$ cat src/rtl/fifo_arb_pkg.sv
// -----------------------------------------------------------------------------
// fifo_arb_pkg
// Shared types and helpers for the FIFO write-port arbiter:
//   - arb_state_t : arbiter FSM states (IDLE, BURST)
//   - cnt_width   : width of the FIFO occupancy count for a given depth
//   - beat_width  : width of the per-burst beat counter for a given cap
//   - rr_first    : rotating-priority pick over a request vector of up to
//                   RR_MAX_REQ bits; returns {found, index}
// -----------------------------------------------------------------------------
package fifo_arb_pkg;

  typedef enum logic {
    IDLE  = 1'b0,
    BURST = 1'b1
  } arb_state_t;

  // The pick helper works on a fixed-size vector; callers zero-extend.
  localparam int RR_MAX_REQ = 8;
  localparam int RR_IDX_W   = 3;

  function automatic int cnt_width(input int depth);
    return $clog2(depth) + 1;
  endfunction

  function automatic int beat_width(input int max_burst);
    return $clog2(max_burst + 1);
  endfunction

  // First set bit at or after ptr, wrapping modulo num_req. The scan runs from
  // the largest offset down so the smallest offset is the one left standing.
  function automatic logic [RR_IDX_W:0] rr_first(
    input logic [RR_MAX_REQ-1:0] req,
    input logic [RR_IDX_W-1:0]   ptr,
    input int                    num_req
  );
    logic [RR_IDX_W:0] res;
    int                idx;
    res = '0;
    for (int k = RR_MAX_REQ - 1; k >= 0; k--) begin
      if (k < num_req) begin
        idx = (int'(ptr) + k) % num_req;
        if (req[idx]) res = {1'b1, RR_IDX_W'(idx)};
      end
    end
    return res;
  endfunction

endpackage

$ cat src/rtl/fifo_wr_arbiter_rr_pick.sv
// -----------------------------------------------------------------------------
// rr_pick
// Combinational round-robin selector.
// Ports:
//   req_i   [NUM_REQ]  : request vector
//   ptr_i   [ID_WIDTH] : highest-priority index this cycle
//   idx_o   [ID_WIDTH] : winning index (valid when found_o)
//   found_o            : at least one request is set
// -----------------------------------------------------------------------------
module rr_pick
  import fifo_arb_pkg::*;
#(
  parameter int NUM_REQ  = 4,
  parameter int ID_WIDTH = 2
) (
  input  logic [NUM_REQ-1:0]  req_i,
  input  logic [ID_WIDTH-1:0] ptr_i,
  output logic [ID_WIDTH-1:0] idx_o,
  output logic                found_o
);

  logic [RR_MAX_REQ-1:0] req_ext;
  logic [RR_IDX_W-1:0]   ptr_ext;
  logic [RR_IDX_W:0]     pick;

  always_comb begin
    req_ext                = '0;
    req_ext[NUM_REQ-1:0]   = req_i;
    // ptr_i is always below NUM_REQ (<= 8), so narrowing keeps its value.
    ptr_ext                = RR_IDX_W'(ptr_i);
    pick                   = rr_first(req_ext, ptr_ext, NUM_REQ);
    found_o                = pick[RR_IDX_W];
    idx_o                  = ID_WIDTH'(pick[RR_IDX_W-1:0]);
  end

endmodule

$ cat src/rtl/fifo_wr_arbiter.sv
// -----------------------------------------------------------------------------
// fifo_wr_arbiter
// Round-robin arbiter sharing the async FIFO's single write port among NUM_REQ
// requesters (write clock domain). Grants whole bursts ended by req_last or by
// a MAX_BURST beat cap, and tags every word with the source ID.
//
// Ports:
//   wr_clk, rst_n (async, active-low)
//   req_valid/req_last [NUM_REQ], req_data [NUM_REQ*DATA_WIDTH] (packed)
//   req_ready [NUM_REQ]            : accept, only to the granted requester
//   fifo_write, fifo_wdata         : {grant_id, payload}, zero when idle
//   fifo_full, fifo_wr_count       : FIFO write-side flags
//   busy                           : burst in progress
//   grant_id                       : current or last granted requester
//
// Build option: define FIFO_ARB_SPACE_CHECK_EN to start a burst only when the
// FIFO reports at least MIN_SPACE free entries (otherwise only !fifo_full).
// -----------------------------------------------------------------------------
module fifo_wr_arbiter
  import fifo_arb_pkg::*;
#(
  parameter int NUM_REQ    = 4,
  parameter int DATA_WIDTH = 8,
  parameter int ID_WIDTH   = 2,
  parameter int FIFO_DEPTH = 16,
  parameter int MAX_BURST  = 4,
  parameter int MIN_SPACE  = 4
) (
  input  logic                             wr_clk,
  input  logic                             rst_n,
  input  logic [NUM_REQ-1:0]               req_valid,
  input  logic [NUM_REQ-1:0]               req_last,
  input  logic [NUM_REQ*DATA_WIDTH-1:0]    req_data,
  output logic [NUM_REQ-1:0]               req_ready,
  output logic                             fifo_write,
  output logic [ID_WIDTH+DATA_WIDTH-1:0]   fifo_wdata,
  input  logic                             fifo_full,
  input  logic [cnt_width(FIFO_DEPTH)-1:0] fifo_wr_count,
  output logic                             busy,
  output logic [ID_WIDTH-1:0]              grant_id
);

  localparam int CNT_W  = cnt_width(FIFO_DEPTH);
  localparam int BEAT_W = beat_width(MAX_BURST);

`ifdef FIFO_ARB_SPACE_CHECK_EN
  localparam bit SPACE_CHECK = 1'b1;
`else
  localparam bit SPACE_CHECK = 1'b0;
`endif

  arb_state_t            state_q;
  logic [ID_WIDTH-1:0]   rr_ptr_q;
  logic [ID_WIDTH-1:0]   grant_id_q;
  logic [BEAT_W-1:0]     beat_cnt_q;

  logic [CNT_W-1:0]      occ_clamped;
  logic [CNT_W-1:0]      free_space;
  logic                  space_ok;
  logic                  pick_found;
  logic [ID_WIDTH-1:0]   pick_idx;
  logic                  in_burst;
  logic                  g_valid;
  logic                  g_last;
  logic [DATA_WIDTH-1:0] g_data;
  logic                  burst_end;
  logic [ID_WIDTH-1:0]   next_ptr;

  // Admission: out-of-range occupancy is treated as completely full.
  always_comb begin
    occ_clamped = (fifo_wr_count > CNT_W'(FIFO_DEPTH)) ? CNT_W'(FIFO_DEPTH) : fifo_wr_count;
    free_space  = CNT_W'(FIFO_DEPTH) - occ_clamped;
    space_ok    = !fifo_full && (!SPACE_CHECK || (free_space >= CNT_W'(MIN_SPACE)));
  end

  rr_pick #(
    .NUM_REQ  (NUM_REQ),
    .ID_WIDTH (ID_WIDTH)
  ) u_rr_pick (
    .req_i   (req_valid),
    .ptr_i   (rr_ptr_q),
    .idx_o   (pick_idx),
    .found_o (pick_found)
  );

  // Granted-requester view and write datapath (combinational so a full FIFO
  // blocks the beat in the same cycle).
  assign in_burst = (state_q == BURST);
  assign g_valid  = req_valid[grant_id_q];
  assign g_last   = req_last[grant_id_q];
  assign g_data   = req_data[grant_id_q*DATA_WIDTH +: DATA_WIDTH];

  always_comb begin
    req_ready = '0;
    if (in_burst && !fifo_full) req_ready[grant_id_q] = 1'b1;
  end

  assign fifo_write = in_burst && !fifo_full && g_valid;
  assign fifo_wdata = fifo_write ? {grant_id_q, g_data} : '0;

  // Cap test uses the pre-increment count: this write is beat beat_cnt_q+1.
  assign burst_end = g_last || (beat_cnt_q == BEAT_W'(MAX_BURST - 1));
  assign next_ptr  = (grant_id_q == ID_WIDTH'(NUM_REQ - 1)) ? '0 : grant_id_q + 1'b1;

  assign busy     = in_burst;
  assign grant_id = grant_id_q;

  // Arbitration FSM
  always_ff @(posedge wr_clk or negedge rst_n) begin
    if (!rst_n) begin
      state_q    <= IDLE;
      rr_ptr_q   <= '0;
      grant_id_q <= '0;
      beat_cnt_q <= '0;
    end else begin
      case (state_q)
        IDLE: begin
          if (pick_found && space_ok) begin
            grant_id_q <= pick_idx;
            beat_cnt_q <= '0;
            state_q    <= BURST;
          end
        end
        BURST: begin
          if (fifo_write) begin
            beat_cnt_q <= beat_cnt_q + 1'b1;
            if (burst_end) begin
              state_q  <= IDLE;
              rr_ptr_q <= next_ptr;
            end
          end
        end
        default: state_q <= IDLE;
      endcase
    end
  end

endmodule

$ cat config.mk
export PLATFORM = sky130hd
export DESIGN_NAME = fifo_wr_arbiter
export DESIGN_NICKNAME = d
export VERILOG_FILES = /design/src/rtl/fifo_arb_pkg.sv /design/src/rtl/fifo_wr_arbiter_rr_pick.sv /design/src/rtl/fifo_wr_arbiter.sv
export SDC_FILE = /design/constraint.sdc
export NUM_CORES = 1
export LEC_CHECK = 0
export BUFFER_PORTS_ARGS = -buffer_cell sky130_fd_sc_hd__buf_2
export CELL_PAD_IN_SITES_DETAIL_PLACEMENT = 2
export CELL_PAD_IN_SITES_GLOBAL_PLACEMENT = 2
export CORE_ASPECT_RATIO = 1.1
export CORE_UTILIZATION = 20
export CTS_BUF_LIST = sky130_fd_sc_hd__clkbuf_4
export DETAILED_ROUTE_END_ITERATION = 16
export GPL_ROUTABILITY_DRIVEN = 0
export PLACE_DENSITY = 0.87
export SLEW_MARGIN = 0
export SYNTH_ARGS = -nofsm -noshare
export SYNTH_HDL_FRONTEND = slang
export SYNTH_SLANG_ARGS = --single-unit
$ cat constraint.sdc
create_clock -name wr_clk -period 1.6 [get_ports wr_clk]
set_clock_uncertainty 0.05 [all_clocks]
set_input_delay 0.08 -clock wr_clk [delete_from_list [all_inputs] [get_ports wr_clk]]
set_output_delay 0.08 -clock wr_clk [all_outputs]
set_load 0.005 [all_outputs]
# Word-level counts from Yosys, hierarchy flattened
# Cells that the tools add are included.
# totals
n_memories	0
input_bits	48
output_inout_bits	18
latch_bits	0
register_bits	8
ram_bits	0
romBits	0
# op_classes
n_bitwise	4
div_mod_pow	0
add_sub_neg	5
eq_ne	4
n_reduce_logical	12
multipliers	0
n_shift	1
n_mux	31
order_cmp	6
# op_table
op	n
variable part select 32 x 6 -> 8 bit	1
2-to-1 mux 4 bit	5
less-than comparator 3 x 5 -> 1 bit (second input constant)	3
2-to-1 mux 1 bit	13
2-to-1 mux 10 bit	1
binary-select mux 1 bit (select 3 bit)	3
binary-select mux 1 bit (select 2 bit)	3
2-to-1 mux 3 bit	2
case mux 3 bit (2 select lines)	1
OR reduction 2 bit	3
adder 2 x 1 -> 2 bit (second input constant)	2
adder 2 bit (second input constant)	2
logical AND 1 bit	4
less-than comparator 2 x 4 -> 1 bit (second input constant)	1
inequality test 2 bit (second input constant)	2
AND reduction 2 bit	2
adder 3 x 1 -> 3 bit (second input constant)	1
AND 1 bit (first input constant)	3
equality test 3 x 2 -> 1 bit (second input constant)	1
less-than comparator 2 x 3 -> 1 bit (second input constant)	1
AND reduction 3 bit	1
demux 1 bit (select 2 bit)	1
equality test 2 bit (second input constant)	1
>= comparator 2 x 1 -> 1 bit (second input constant)	1
5 further kinds	5

# Logic depth before layout (Yosys ltp)
# logic_depth
depth_word	13
ltp_mapped	5
mapped_depth_nobuf	5

# Hierarchy
# From an unflattened synthesis, not the netlist that was laid out.
# unflattened
cells_unflattened	89
hier_area_um2	914.6
# modules_own_cells
mod	seq_area_each_um2	n_inst	cells_each	area_per_inst_um2
fifo_wr_arbiter	200.2	1	74	833.3
rr_pick	0.0	1	15	81.3

# Least setup slack after synthesis
# No wires, ideal clock.
# synth_timing
path_kind	register -> register
from	reg beat_cnt_q[0]
to	reg rr_ptr_q[0]
setup_slack_ns	-0.118
n_path_buf	0
setup_time_ns	0.128
period_less_slack_ns	1.718
arrival_time_ns	1.541
path_stages_with_launch	6
cell_sequence	dfrtp_1 > ha_1 > ha_1 > a2111oi_0 > a311o_1 > mux2_1
# synth_between
elab_chain_len	3
# synth_lines
element	line	rtl
start, declared	fifo_wr_arbiter.sv:55	logic [BEAT_W-1:0] beat_cnt_q;
start signal, assigned	fifo_wr_arbiter.sv:126	beat_cnt_q <= beat_cnt_q + 1'b1;
equality test 3 x 2 -> 1 bit	fifo_wr_arbiter.sv:102	assign burst_end = g_last || (beat_cnt_q == BEAT_W'(MAX_BURST - 1));
logical OR 1 bit	fifo_wr_arbiter.sv:102	
AND reduction 3 bit (no source line)	--	
end signal, assigned	fifo_wr_arbiter.sv:129	rr_ptr_q <= next_ptr;
end, declared	fifo_wr_arbiter.sv:53	logic [ID_WIDTH-1:0] rr_ptr_q;
# No other way between the ends.
# A chain may end at the register's enable or synchronous reset.

# Worst setup path in the final report
# layout_timing
from	reg grant_id_q[1] (netlist: grant_id[1])
to	reg rr_ptr_q[1]
# layout_between
elab_chain_len	4
elab_cells_between_ends	10
cone_classes	add/sub: 1; eq/ne: 1; mux: 5; reduce/logical: 3
# layout_lines
element	line	rtl
start, declared	fifo_wr_arbiter.sv:54	logic [ID_WIDTH-1:0] grant_id_q;
start signal, assigned	fifo_wr_arbiter.sv:119	grant_id_q <= pick_idx;
binary-select mux 1 bit (select 2 bit) (on tied branches)	fifo_wr_arbiter.sv:89, fifo_wr_arbiter.sv:90	
2-to-1 mux 1 bit (on tied branches)	fifo_wr_arbiter.sv:89, fifo_wr_arbiter.sv:90	
logical AND 1 bit / logical OR 1 bit (equally long branches)	fifo_wr_arbiter.sv:98, fifo_wr_arbiter.sv:102	
AND reduction 3 bit (no source line)	--	
# Parallel ways exist; a longest one is shown, timed or not. The select of a mux whose other input is x is not followed.

==> reports/results.ini <==
[drt]
wl_per_cell_um=15.9
vias_per_cell=4.64
vias=980
drtIter0Drc=48
drc=0
totalWireLength_um=3360
antenna_left=0
drtPass1Iterations=4

[critical_path]
arrival_ns=1.93
cp.required_ns=1.69
path_class=register to register
critPathCaptureType=register
start_kind=register
path_max_fanout=3

[clocking]
htree_levels=1
clock_sinks=8
insertion_delay_ns=0.26
cts.path.max_buffers=2
cts_root_buf=clkbuf_4
clkSlewWorstSetupHoldPaths_ns=0.06
cts_tree=built
numCtsBuffers=3

[final_layout]
n_antenna_cell=0
final_util=0.369
area_growth_pct=73.1
layout-drive-gt1-share=0.698
nFillCells=457
final_cell_area_sq_um=1480
nets=214

[synth]
synth_area_sq_um=857
synthDistinctLibCells=32
synth_cells=80
syn_avg_cell_area_sq_um=10.7
syn_nets=134
yosysWarningCount=0
synth-seq-cells=8
ys_seq_area_frac=0.234

[timing]
rsz0062_at_grt=true
finalCriticalPeriod_ns=1.83
setup_viol=16
finalMaxSlewViolations=0
worst_slack_ns=-0.234
hold_violations=0
worst_pin_slew_ns=0.566
max_freq_mhz=545
relSlewSlack=0.619
period_share=1.15

[power_and_ir_drop]
peakVddDrop_v=0.000325
power_leakage_nw=0.741
powerDensity_nw_per_um2=1540

[floorplan]
initial_core_util=0.213
die_w_um=64.4
ioPinCount=66
die-area_sq_um=4550
core_sq_um=4020
die_h_um=70.7
num_rows=24

[worst_hold_path]
hold_class=primary input to async pin

[global_route]
grt_usage=0.159
antenna_found_initial=0
grt_pass1_vias=1120
grt_pass1_wl_um=5440
grt_overflow=0
grt_max_degree=10

[job]
maxCapViolations=0

[outcome]
status=complete, but fails checks
violations=setup timing

[placed_design]
portBuffers=60
place_area_sq_um=1280
dp_hpwl_um=2660

## cells by family after synthesis
logic type,after synthesis,synth area share
multiplexers,16,0.311
AO/OA/AOI/OAI,12,0.112
flip-flops,8,0.234
AND/OR/NAND/NOR,28,0.204
adder cells (fa/ha/maj),6,0.0876
buffers and inverters,10,0.0511
## final cells by class
type                    count  area (sq um)  share of cell area
clock buffers               4          30.0              0.0202
repair buffers             79           472               0.318
multi-input cells          62           689               0.465
well taps                  52          65.1              0.0438
flip-flops and latches      8           203               0.137
inverters                   6          25.0              0.0169
## registers in the layout, summed over array words and instances, names as in the netlist
| name | count |
|---|---|
| beat_cnt_q | 3 |
| grant_id | 2 |
| rr_ptr_q | 2 |
| busy | 1 |
## metal layers
layer  track usage  part of all wire  up-vias
met5             0                 0        -
met4        0.0568             0.012        0
met3        0.0435             0.087        5
met2         0.312              0.53       53
met1         0.156              0.37      466
li1              -                 -      456
## stage by stage
stage / TNS [ns] / setup WS, ns / total power [mW] / hold slack (ns) / instances
global route: -3.15 / -0.278 / 2.48 / 0.151 / 211
finish: -2.17 / -0.234 / 2.28 / 0.135 / 211
CTS: -2.30 / -0.206 / 2.21 / 0.127 / 207
floorplan: -0.157 / -0.0785 / 1.21 / -0.266 / 80
detailed placement: -1.02 / -0.219 / 1.73 / -0.116 / 197
global placement: -0.262 / -0.0752 / 1.61 / -0.126 / 197
## cells in the mapped netlist, drive strengths merged
cell | n | area, sq um
and3b | 1 | 8.76
nand2b | 1 | 6.26
nor2 | 4 | 15.0
and2 | 5 | 31.3
and3 | 1 | 6.26
mux4 | 8 | 180
nor2b | 11 | 68.8
o2bb2ai | 1 | 8.76
buf | 4 | 21.3
nand3b | 1 | 7.51
a21o | 1 | 7.51
a2111oi | 1 | 8.76
inv | 6 | 22.5
o21ai | 2 | 10.0
mux2 | 5 | 56.3
nor4 | 1 | 6.26
a22oi | 1 | 12.5
a211oi | 1 | 7.51
a221o | 1 | 10.0
dfrtp | 8 | 200
mux2i | 3 | 30.0
nor3b | 2 | 20.0
a22o | 1 | 8.76
a311o | 1 | 10.0
o21a | 1 | 7.51
ha | 6 | 75.1
nor3 | 1 | 5.00
a21oi | 1 | 5.00
## timing repair
item	4_1_cts	5_1_grt
buffers inserted	4	4
hold endpoints to repair	8	0
hold buffers	1	0
endpoints found under the setup margin	16	20
pin swaps	4	3
resized for setup	23	4
gates cloned	1	0
## final timing paths
kind	from	end	slack, ns	depth (start not counted)
min in group wr_clk	req_valid[0]	grant_id[1]	0.15	3
worst min-delay path	rst_n	rr_ptr_q[1]	0.13	2
worst max register to register	grant_id[1]	rr_ptr_q[1]	-0.23	4
worst max-delay path	grant_id[1]	rr_ptr_q[1]	-0.23	4
max in group asynchronous	rst_n	grant_id[0]	1.18	2
worst min register to register	beat_cnt_q[2]	beat_cnt_q[2]	0.48	1
## critical path, stage by stage (launching register included)
cell and delay, ns:
dfrtp_2 0.42, mux2_4 0.32, a22oi_2 0.28, a311o_1 0.32, mux2_4 0.33
## where the power goes
group / total (mW) / switching [mW] / internal (mW)
Clock: 0.188 / 0.0750 / 0.113
Sequential: 0.414 / 0.113 / 0.301
Combinational: 1.68 / 0.694 / 0.986
## cell usage in the layout (no fill, tap or decap), drive strengths merged, types with 2 or more instances in the layout
| cell type | synthesis | layout |
|---|---|---|
| nor2b | 11 | 11 |
| mux4 | 8 | 8 |
| mux2i | 3 | 3 |
| mux2 | 5 | 5 |
| inv | 6 | 6 |
| and2 | 5 | 5 |
| dfrtp | 8 | 8 |
| nor3b | 2 | 2 |
| ha | 6 | 6 |
| clkbuf | 0 | 4 |
| o21ai | 2 | 2 |
| buf | 4 | 78 |
| nor2 | 4 | 4 |
Note: power is estimated with default switching activity, not from simulation.
